$ cat src/rtl/mu0_control_pkg.sv
// Shared definitions for the MU0 control unit: opcodes, FSM state encoding,
// ALU function codes and datapath mux select codes.
package mu0_defs;

    localparam int OPCODE_W = 4;

    typedef enum logic [1:0] {
        FETCH = 2'b00,
        EXEC  = 2'b01,
        HALT  = 2'b10
    } stateT;

    localparam logic [3:0] OP_LDA = 4'd0;
    localparam logic [3:0] OP_STO = 4'd1;
    localparam logic [3:0] OP_ADD = 4'd2;
    localparam logic [3:0] OP_SUB = 4'd3;
    localparam logic [3:0] OP_JMP = 4'd4;
    localparam logic [3:0] OP_JGE = 4'd5;
    localparam logic [3:0] OP_JNE = 4'd6;
    localparam logic [3:0] OP_STP = 4'd7;

    localparam logic [1:0] ALU_Y   = 2'b00;
    localparam logic [1:0] ALU_ADD = 2'b01;
    localparam logic [1:0] ALU_INC = 2'b10;
    localparam logic [1:0] ALU_SUB = 2'b11;

    localparam logic X_ACC   = 1'b0;
    localparam logic X_PC    = 1'b1;
    localparam logic Y_MEM   = 1'b0;
    localparam logic Y_IR    = 1'b1;
    localparam logic ADDR_PC = 1'b0;
    localparam logic ADDR_IR = 1'b1;

    // Instructions that occupy the memory port during EXEC and may stall on it.
    function automatic logic isMemOp(input logic [3:0] op);
        return (op == OP_LDA) || (op == OP_STO) || (op == OP_ADD) || (op == OP_SUB);
    endfunction

endpackage

$ cat src/rtl/mu0_decode.sv
// Combinational control decode for MU0: maps FSM state, opcode, ACC flags and
// memory ready onto datapath selects, register enables and memory strobes.
module mu0_decode
    import mu0_defs::*;
#(
    parameter int OPW = 4
) (
    input  logic           Reset,
    input  stateT          state,
    input  logic [OPW-1:0] F,
    input  logic           N,
    input  logic           Z,
    input  logic           Mem_rdy,
    output logic           X_sel,
    output logic           Y_sel,
    output logic           Addr_sel,
    output logic [1:0]     ALU_fs,
    output logic           PC_En,
    output logic           IR_En,
    output logic           Acc_En,
    output logic           Mem_req,
    output logic           Mem_wr,
    output logic           Halted
);

    logic [3:0] op;
    logic       jumpTaken;

    assign op = F[3:0];

    always_comb begin
        X_sel     = X_ACC;
        Y_sel     = Y_MEM;
        Addr_sel  = ADDR_PC;
        ALU_fs    = ALU_Y;
        PC_En     = 1'b0;
        IR_En     = 1'b0;
        Acc_En    = 1'b0;
        Mem_req   = 1'b0;
        Mem_wr    = 1'b0;
        Halted    = 1'b0;
        jumpTaken = 1'b0;

        // Reset silences every strobe so nothing is written while it is held.
        if (!Reset) begin
            case (state)
                FETCH: begin
                    Addr_sel = ADDR_PC;
                    Mem_req  = 1'b1;
                    X_sel    = X_PC;
                    ALU_fs   = ALU_INC;
                    IR_En    = Mem_rdy;
                    PC_En    = Mem_rdy;
                end
                EXEC: begin
                    case (op)
                        OP_LDA, OP_ADD, OP_SUB: begin
                            Addr_sel = ADDR_IR;
                            Mem_req  = 1'b1;
                            Y_sel    = Y_MEM;
                            X_sel    = X_ACC;
                            ALU_fs   = (op == OP_LDA) ? ALU_Y :
                                       (op == OP_ADD) ? ALU_ADD : ALU_SUB;
                            Acc_En   = Mem_rdy;
                        end
                        OP_STO: begin
                            Addr_sel = ADDR_IR;
                            Mem_req  = 1'b1;
                            Mem_wr   = 1'b1;
                        end
                        OP_JMP:  jumpTaken = 1'b1;
                        OP_JGE:  jumpTaken = !N;
                        OP_JNE:  jumpTaken = !Z;
                        default: ;
                    endcase
                    // A not-taken branch leaves the selects at their idle zeros.
                    if (jumpTaken) begin
                        Y_sel  = Y_IR;
                        ALU_fs = ALU_Y;
                        PC_En  = 1'b1;
                    end
                end
                HALT:    Halted = 1'b1;
                default: ;
            endcase
        end
    end

endmodule

$ cat src/rtl/mu0_control.sv
// MU0 control unit: fetch/execute state register with memory wait-state
// handling; output decoding lives in mu0_decode.
module mu0_control
    import mu0_defs::*;
#(
    parameter int OPW = 4
) (
    input  logic           Clk,
    input  logic           Reset,
    input  logic [OPW-1:0] F,
    input  logic           N,
    input  logic           Z,
    input  logic           Mem_rdy,
    output logic           X_sel,
    output logic           Y_sel,
    output logic           Addr_sel,
    output logic [1:0]     ALU_fs,
    output logic           PC_En,
    output logic           IR_En,
    output logic           Acc_En,
    output logic           Mem_req,
    output logic           Mem_wr,
    output logic           Halted
);

    stateT state;
    stateT stateNext;

    always_ff @(posedge Clk) begin
        if (Reset) begin
            state <= FETCH;
        end else begin
            state <= stateNext;
        end
    end

    // Memory instructions hold EXEC until the access completes; HALT is only
    // left through Reset.
    always_comb begin
        stateNext = state;
        case (state)
            FETCH: stateNext = Mem_rdy ? EXEC : FETCH;
            EXEC: begin
                if (isMemOp(F[3:0])) begin
                    stateNext = Mem_rdy ? FETCH : EXEC;
                end else if (F[3:0] == OP_STP) begin
                    stateNext = HALT;
                end else begin
                    stateNext = FETCH;
                end
            end
            HALT:    stateNext = HALT;
            default: stateNext = FETCH;
        endcase
    end

    mu0_decode #(
        .OPW(OPW)
    ) decodeInst (
        .Reset   (Reset),
        .state   (state),
        .F       (F),
        .N       (N),
        .Z       (Z),
        .Mem_rdy (Mem_rdy),
        .X_sel   (X_sel),
        .Y_sel   (Y_sel),
        .Addr_sel(Addr_sel),
        .ALU_fs  (ALU_fs),
        .PC_En   (PC_En),
        .IR_En   (IR_En),
        .Acc_En  (Acc_En),
        .Mem_req (Mem_req),
        .Mem_wr  (Mem_wr),
        .Halted  (Halted)
    );

endmodule

$ cat config.mk
export PLATFORM = sky130hd
export DESIGN_NAME = mu0_control
export DESIGN_NICKNAME = d
export VERILOG_FILES = /design/src/rtl/mu0_control_pkg.sv /design/src/rtl/mu0_decode.sv /design/src/rtl/mu0_control.sv
export SDC_FILE = /design/constraint.sdc
export NUM_CORES = 1
export LEC_CHECK = 0
export ABC_CLOCK_PERIOD_IN_PS = 850
export BUFFER_PORTS_ARGS = -buffer_cell sky130_fd_sc_hd__buf_2
export CORE_AREA = 2 2 39 41
export CTS_CLUSTER_DIAMETER = 60
export DETAILED_ROUTE_END_ITERATION = 12
export DIE_AREA = 0 0 41 43
export GPL_TIMING_DRIVEN = 0
export SKIP_LAST_GASP = 1
export SYNTH_ARGS = -nofsm -noshare
export SYNTH_HDL_FRONTEND = slang
export SYNTH_SLANG_ARGS = --single-unit
$ cat constraint.sdc
create_clock -name Clk -period 0.85 [get_ports Clk]
set_input_delay 0.1275 -clock Clk [delete_from_list [all_inputs] [get_ports Clk]]
set_output_delay 0.1275 -clock Clk [all_outputs]
set_load 0.02 [all_outputs]
# Word-level counts from Yosys, hierarchy flattened
# Cells that the tools add are included.
# word_totals
ramBits	0
input_bits	9
ff_bits	2
latchBits	0
n_memories	0
mem_bits_ro	0
word_cells	55
# classes
n_shift	0
div	0
n_eq_ne	9
n_mux	36
n_addsub	0
reduce_logical	9
multipliers	0
n_lt_le_gt_ge	0
bitwise	0
# ops
op	count
$mux W1	24
$eq A4 B3 Y1 const B	4
$mux W2	7
$eq A4 B2 Y1 const B	2
$pmux W2 S3	1
$eq A4 B1 Y1 const B	1
$logic_not A4 Y1	1
$pmux W1 S2	2
$pmux W2 S2	1
$reduce_or A4 Y1	1
$logic_or A1 B1 Y1	3
$pmux W1 S3	1
$reduce_or A3 Y1	1
$eq A2 B1 Y1 const B	1
$eq A2 B2 Y1 const B	1
$logic_not A1 Y1	2
$logic_not A2 Y1	1

# Depth between registers and ports, before layout
# Gate-level depths: netlist of run 1.
# depth
ltp_word	7
depth_mapped	4
depth_no_buf	4

# Modules after synthesis
# Synthesis of run 1 repeated with hierarchy kept, for this count alone.
# unflattened
cells_unflattened	30
hier_area_um2	232.7
# modules_own_cells
mod	cells_per_inst	area_per_inst_um2	seq_area_each_um2	n_inst
mu0_decode	21	131.4	0.0	1
mu0_control	9	101.3	40.0	1

# Worst setup path after synthesis of run 1
# Ideal clock, no wire load.
# synth_timing
path_type	reg-to-output
startpoint	register state[0]
endpoint	output port Acc_En
required_ps	722
stages_incl_launch_ff	5
slack_ps	-271
t_arrival_ps	994
cell_sequence	dfxtp_1 > buf_2 > nand3_1 > inv_1 > and3_1
# synth_via
elab_chain_cells	3
# synth_lines
element	line_no	text
start, declared	mu0_control.sv:26	stateT state;
start signal, assigned	mu0_control.sv:33	state <= stateNext;
$eq A2 B1 Y1	mu0_decode.sv:46	case (state)
$mux W1	mu0_decode.sv:46	
$mux W1	mu0_decode.sv:45	if (!Reset) begin
end, declared	mu0_control.sv:20	output logic Acc_En,
# No other way between the ends.

# Worst setup path after layout of run 1
# layout_timing
startpoint	register state[1]
endpoint	output port PC_En
# layout_via
elab_chain_cells	3
elab_cells_between_ends	4
cone_classes	eq/ne (1); mux (2); reduce/logical (1)
# layout_lines
element	line_no	text
$eq A2 B1 Y1 / $logic_not A2 Y1 (equally long branches)	mu0_decode.sv:46	
$pmux W1 S2 (*)	mu0_decode.sv:46	
$mux W1 (*)	mu0_decode.sv:45	
end, declared	mu0_control.sv:18	output logic PC_En,
# Every way passes the cells marked *; elsewhere a longest branch is shown, timed or not.

==> results.txt, run 1 <==
status = finished, violations left
failing checks = setup timing
antenna violations before repair = 0
Worst Path Required = 0.72 ns
max FFs per register = 2
port bufs = 19
DIE WIDTH = 41 um
Cell Pwr Density = 1010 nW/um^2
sequential power share = 19.5%
Crit Path Max Fanout = 6
GRT Total Usage = 9.41%
Iter 0 DRT Violations = 3
clk root buf = clkbuf_4
clk slew on worst S/H paths = 0.03 ns
register area share after synthesis = 18.3%
Mapped Cells = 31
non-filler cells, final = 72
Worst Setup Path Type = flop to output port
clk buf depth = 2
EDFF count, synth = 0
final WL = 694 um
remaining antenna violation count = 0
Worst Hold Slack = 0.194 ns
Die ar. = 1760 um^2
Starting Density = 15.8%
Core Util, Final = 36.6%
ANT cells = 0
Yosys cell types = 19
relative slew slack = 76.4%
Final setup viols = 12
dpl cells = 66
Final nets = 67
Synth-to-Final Area Change = 131%
clk sink count = 2
pin count of the biggest net entering global routing = 7
fmax = 772 MHz
Tmin final = 1.30 ns
Seq. cell area = 42.5 um^2
CTS H-Tree Depth = 1
die height = 43 um
setup ws final = -0.445 ns
HP Start = F[0]
vias per cell = 4.24
Post-Syn Area per Cell = 7.06 um^2
Critical Path Start Type = flop
Comb power frac = 39.6%
Hold Fails Final Rpt = 0
Lkg Pwr = 0.223 nW
Placed Area = 390 um^2
share of the synthesized area in the top cell type = 18.3%
Regs by FF count = state x2
Critical Path AT = 1.17 ns
reg2reg start = state[1]$_SDFF_PP0_
Clk pwr share = 40.8%
final worst-path cycle share = 152%
DRT Pass-1 Iters = 4
clk_lat worst skew = 0.22 ns
Hold-fix buffers, CTS = 0
Post-Layout Inst Area = 507 um^2
Slew Viols, Final = 0
Yosys top cell by area = dfxtp_1
CTS tree = yes
most common cell in the netlist = nor2_1
synth cell count leaders = nor2_1 (7), a21oi_1 (3)
Final Wtd Congestion = 0.647
FFs w/ async S/R, synth = 0%
vias in the first global route = 285
Hold Path Class = input port to flop
Switching Fraction = 31.5%
clock skew = 0.000591 ns
number of warnings issued by yosys = 0
synthesized area = 219 um^2
power consumption = 0.514 mW
core area = 1380 um^2
CP startpoint = state[1]$_SDFF_PP0_
internal power = 0.352 mW
DP Wirelength = 527 um
fillcell total = 156
Synth Register Bits = 2
Switch Pwr = 0.162 mW
VDD IR max = 394 uV
Net Count, Synth = 40
DR DRC count = 0
RSZ-0062 raised after global routing = true
row count = 14
grt total ovfl = 0
layout cells sized above 1 = 78.6%
Top reg by flops = state
Setup crit end kind = output port
IO Pins = 20
wire per inst = 9.64 um
Max-cap violations = 0
top_reg_cell synth = dfxtp_1
area of the multi-input gates = 224 um^2
first-pass GRT wire length = 1060 um
DR vias = 305
ranking of synthesized cells by area = dfxtp_1 (18%), nor2_1 (12%), a21oi_1 (6.9%)
total CTS buffers = 3
Worst-Margin Slew = 0.353 ns
layout by cell type (no fill, tap or decap), types with 2 or more instances in the layout:
master | netlist | layout
buf_6 | 1 | 8
buf_2 | 1 | 8
buf_4 | 0 | 8
nor2_4 | 1 | 3
nor2_1 | 7 | 3
clkbuf_4 | 0 | 3
nor2_2 | 0 | 2
a21oi_2 | 1 | 2
dfxtp_2 | 0 | 2
per-stage QoR:
stage	setup slack, ns	setup TNS, ns
6_report	-0.445	-4.05
5_1_grt	-0.498	-4.82
4_1_cts	-0.461	-4.22
3_5_place_dp	-0.359	-2.37
3_3_place_gp	-0.330	-2.21
2_1_floorplan	-0.169	-1.32
path summary, 6_finish.rpt:
kind | to | slack, ns | depth (start not counted)
worst min register to register | state[1]$_SDFF_PP0_ | 0.66 | 2
worst min-delay path | state[1]$_SDFF_PP0_ | 0.19 | 3
worst max-delay path | PC_En | -0.45 | 4
worst max register to register | state[1]$_SDFF_PP0_ | -0.07 | 4
layout make-up:
class                           instances  area share (%)
Multi-Input combinational cell         25            44.2
Timing Repair Buffer                   22            33.1
Sequential cell                         2            8.40
Clock buffer                            3            4.44
Buffer                                  2            4.44
Tap cell                               16            3.95
Inverter                                2            1.48
critical path, stage by stage, from the launching register on:
cell and delay, ns:
dfxtp_2 0.31, or2_1 0.21, buf_6 0.15, o22ai_4 0.14, buf_6 0.13
cells by family (layout without fill, tap and decap cells):
logic type,after synthesis,count (layout),share of synthesized area [%]
AO/OA/AOI/OAI,6,6,20.0
buffers and inverters,4,29,10.9
flip-flops,2,2,18.3
AND/OR/NAND/NOR,19,19,50.9
timing repair:
action                                  4_1_cts  5_1_grt
gates cloned                                  0        0
endpoints found under the setup margin       13       13
pin swaps                                     5        1
buffers inserted                              3        0
resized for setup                            20        2
metal layers:
layer | up-vias | part of all wire (%) | GRT usage [%]
met5 | - | 0 | 0
met2 | 12 | 54 | 15.3
met1 | 138 | 35 | 7.96
met3 | 0 | 11 | 4.19
li1 | 155 | - | -
met4 | 0 | 0 | 8.00
power groups by stage:
stage | combinational (mW) | clock [mW] | sequential [mW]
4_1_cts | 0.197 | 0.226 | 0.100
3_5_place_dp | 0.164 | 0 | 0.101
2_1_floorplan | 0.109 | 0 | 0.101
6_report | 0.204 | 0.210 | 0.100
3_3_place_gp | 0.162 | 0 | 0.101
5_1_grt | 0.220 | 0.237 | 0.101
Note: power is estimated with default switching activity, not from simulation.
==> run 2, diff against run 1 <==
Settings changed: ABC_AREA set to 1, ABC_CLOCK_PERIOD_IN_PS 850 to 1200.
Clock period 0.85 ns to 1.2 ns, I/O delays scaled along.
==> run 2 against run 1 <==
  * The flow still finishes with violations (setup timing)
  * Sequential share of layout area is 0.60 points higher
  * Critical path depth is 2 higher
  * Clock power is 29% lower
  * Flip-flop and latch count stayed put
  * Die area stayed put
  * Largest cell class unchanged
==> results.txt, run 2 <==
status = finished, violations left
failing checks = setup timing
main combinational cell family by area after synthesis = simple AND/OR/NAND/NOR gates
DIE WIDTH = 41 um (unchanged)
Tmin final = 1.30 ns
Cell Pwr Density = 716 nW/um^2 (-29%)
port bufs = 19 (unchanged)
Yosys top cell by area = dfxtp_1
row count = 14 (unchanged)
clock skew = 0.000183 ns (-0.000409 ns)
Regs by FF count = state x2
ANT cells = 0 (unchanged)
clk root buf = clkbuf_4
area of the multi-input gates = 174 um^2 (-22%)
DRT Pass-1 Iters = 3 (-1)
Synth Area in Compound Gates = 11.9% (-8.1 points)
core area = 1380 um^2 (unchanged)
relative slew slack = 86.6% (+10 points)
layout cells sized above 1 = 61.4% (-17 points)
die height = 43 um (unchanged)
pin count of the biggest net entering global routing = 6 (-1)
commonest non-fill, non-tap cell in the layout = buf_2
Post-Syn Area per Cell = 5.38 um^2 (-24%)
Mapped Cells = 43 (+39%)
Core Util, Final = 34.2% (-2.4 points)
Yosys cell types = 12 (-7)
Hold-fix buffers, CTS = 0 (unchanged)
GRT Total Usage = 9.91% (+0.50 points)
Worst path slowest cell = dfxtp_2
Critical Path Start Type = flop
Worst-Margin Slew = 0.199 ns (-0.154 ns)
CTS tree = yes
Die ar. = 1760 um^2 (unchanged)
Iter 0 DRT Violations = 2 (-1)
setup ws final = -0.0959 ns (+0.350 ns)
setup_tns = -0.373 ns (+3.68 ns)
Top reg by flops = state
remaining antenna violation count = 0 (unchanged)
vias in the first global route = 314 (+10%)
area share of fa/ha/maj cells after synthesis = 0% (unchanged)
RSZ-0062 raised after global routing = true
clk slew on worst S/H paths = 0.03 ns (about the same)
Max-cap violations = 0 (unchanged)
IO Pins = 20 (unchanged)
Seq. cell area = 42.5 um^2 (unchanged)
wire per inst = 7.71 um (-20%)
Worst Path Required = 1.02 ns (+0.30 ns)
total CTS buffers = 3 (unchanged)
DR DRC count = 0 (unchanged)
simple-gate share of the synthesized area = 54.6% (+3.7 points)
vias per cell = 3.93 (-7.2%)
Critical Path AT = 1.12 ns (-0.05 ns)
fillcell total = 172 (+10%)
clk_lat worst skew = 0.22 ns (about the same)
clk sink count = 2 (unchanged)
VDD IR max = 416 uV (+5.5%)
antenna violations before repair = 0 (unchanged)
first-pass GRT wire length = 1130 um (+6.5%)
Final setup viols = 7 (-5)
CP startpoint = state[1]$_SDFF_PP0_
Final nets = 81 (+21%)
top_reg_cell synth = dfxtp_1
DP Wirelength = 509 um (-3.3%)
Slew Viols, Final = 0 (unchanged)
Worst Setup Path Type = flop to output port
register area share after synthesis = 17.3% (-0.99 points)
EDFF count, synth = 0 (unchanged)
Hold Fails Final Rpt = 0 (unchanged)
most frequent cells in the layout = buf_2 (10), nand2_1 (9), buf_4 (9)
HP Start = Mem_rdy
final WL = 663 um (-4.5%)
DR vias = 338 (+11%)
max incr delay on CP = 0.33 ns (+0.02 ns)
ranking of synthesized cells by area = dfxtp_1 (17%), nand2_1 (16%), inv_1 (15%)
final worst-path cycle share = 108%
multiplexer share of the synthesized area = 0% (unchanged)
most frequent CP cell = nor2_4
clk buf depth = 2 (unchanged)
Lkg Pwr = 0.253 nW (+14%)
Synth-to-Final Area Change = 104%
CTS H-Tree Depth = 1 (unchanged)
Setup crit end kind = output port
synthesized area = 231 um^2 (+5.7%)
reg2reg start = state[1]$_SDFF_PP0_
Post-Synth XOR/XNOR Area = 0% (unchanged)
Starting Density = 16.7% (+0.90 points)
Final Wtd Congestion = 0.675 (+4.4%)
most common cell in the netlist = nand2_1
number of warnings issued by yosys = 0 (unchanged)
Hold Path Class = input port to flop
Crit Path Max Fanout = 3 (-3)
Synth Register Bits = 2 (unchanged)
fmax = 772 MHz
Net Count, Synth = 52 (+30%)
worst path cell trace = nor2_4 > nand2_2 > nor2_4 > inv_2 > nor2_2 > buf_6
grt total ovfl = 0 (unchanged)
Worst Hold Slack = 0.254 ns (+0.0601 ns)
synth cell count leaders = nand2_1 (10), inv_1 (9), nor2_1 (5), nor2_2 (5)
max FFs per register = 2 (unchanged)
share of the synthesized area in the top cell type = 17.3% (-0.99 points)
FFs w/ async S/R, synth = 0% (unchanged)
==> run 2: layout make-up <==
type	instances	share of cell area [%]
flip-flops and latches	2	8.99
inverters	10	8.47
repair buffers	24	36.8
clock buffers	3	4.76
multi-input cells	31	36.8
well taps	16	4.23
==> run 2: worst paths after layout <==
path              cells after the start  slack (ns)             endpoint
setup / recovery                      6        -0.1            ALU_fs[0]
hold / removal                        3        0.25  state[0]$_SDFF_PP0_
setup reg to reg                      7        0.03  state[0]$_SDFF_PP0_
hold reg to reg                       2        0.52  state[0]$_SDFF_PP0_
==> run 2: stage by stage <==
stage	area, um^2	cells	total power, mW	setup slack (ns)
2_1_floorplan	231	43	0.131	0.0197
3_3_place_gp	347	78	0.167	0.0607
3_5_place_dp	347	78	0.168	0.0429
4_1_cts	450	86	0.349	-0.106
5_1_grt	473	86	0.367	-0.176
6_report	473	86	0.339	-0.0959
==> run 2: what timing repair did <==
item,CTS,global route
buffers inserted,5,0
resized for setup,18,6
setup endpoints to repair,11,11
pin swaps,3,1
==> run 2: critical path, delay by kind of cell (launching register included) <==
family	cells	cell delay, ns
and+or+nand+nor	4	0.38
DFF	1	0.33
buffers and inverters	2	0.18
==> run 2: cell families (layout without fill, tap and decap cells) <==
family	Yosys count	in the layout
AND/OR/NAND/NOR	26	26
buffers and inverters	10	37
AO/OA/AOI/OAI	5	5
flip-flops	2	2
==> run 2: where the power goes <==
| group | switching (mW) | total, mW | internal (mW) |
|---|---|---|---|
| clock network | 0.0386 | 0.149 | 0.110 |
| registers | 0.00367 | 0.0739 | 0.0702 |
| logic | 0.0665 | 0.116 | 0.0492 |
==> run 2: layer usage <==
layer  vias to the layer above  share of wire (%)  track usage (%)
li1                        183                  -                -
met1                       141                 39             10.5
met2                        14                 52             15.0
met3                         0                8.4             1.57
met4                         0                  0             10.0
met5                         -                  0                0
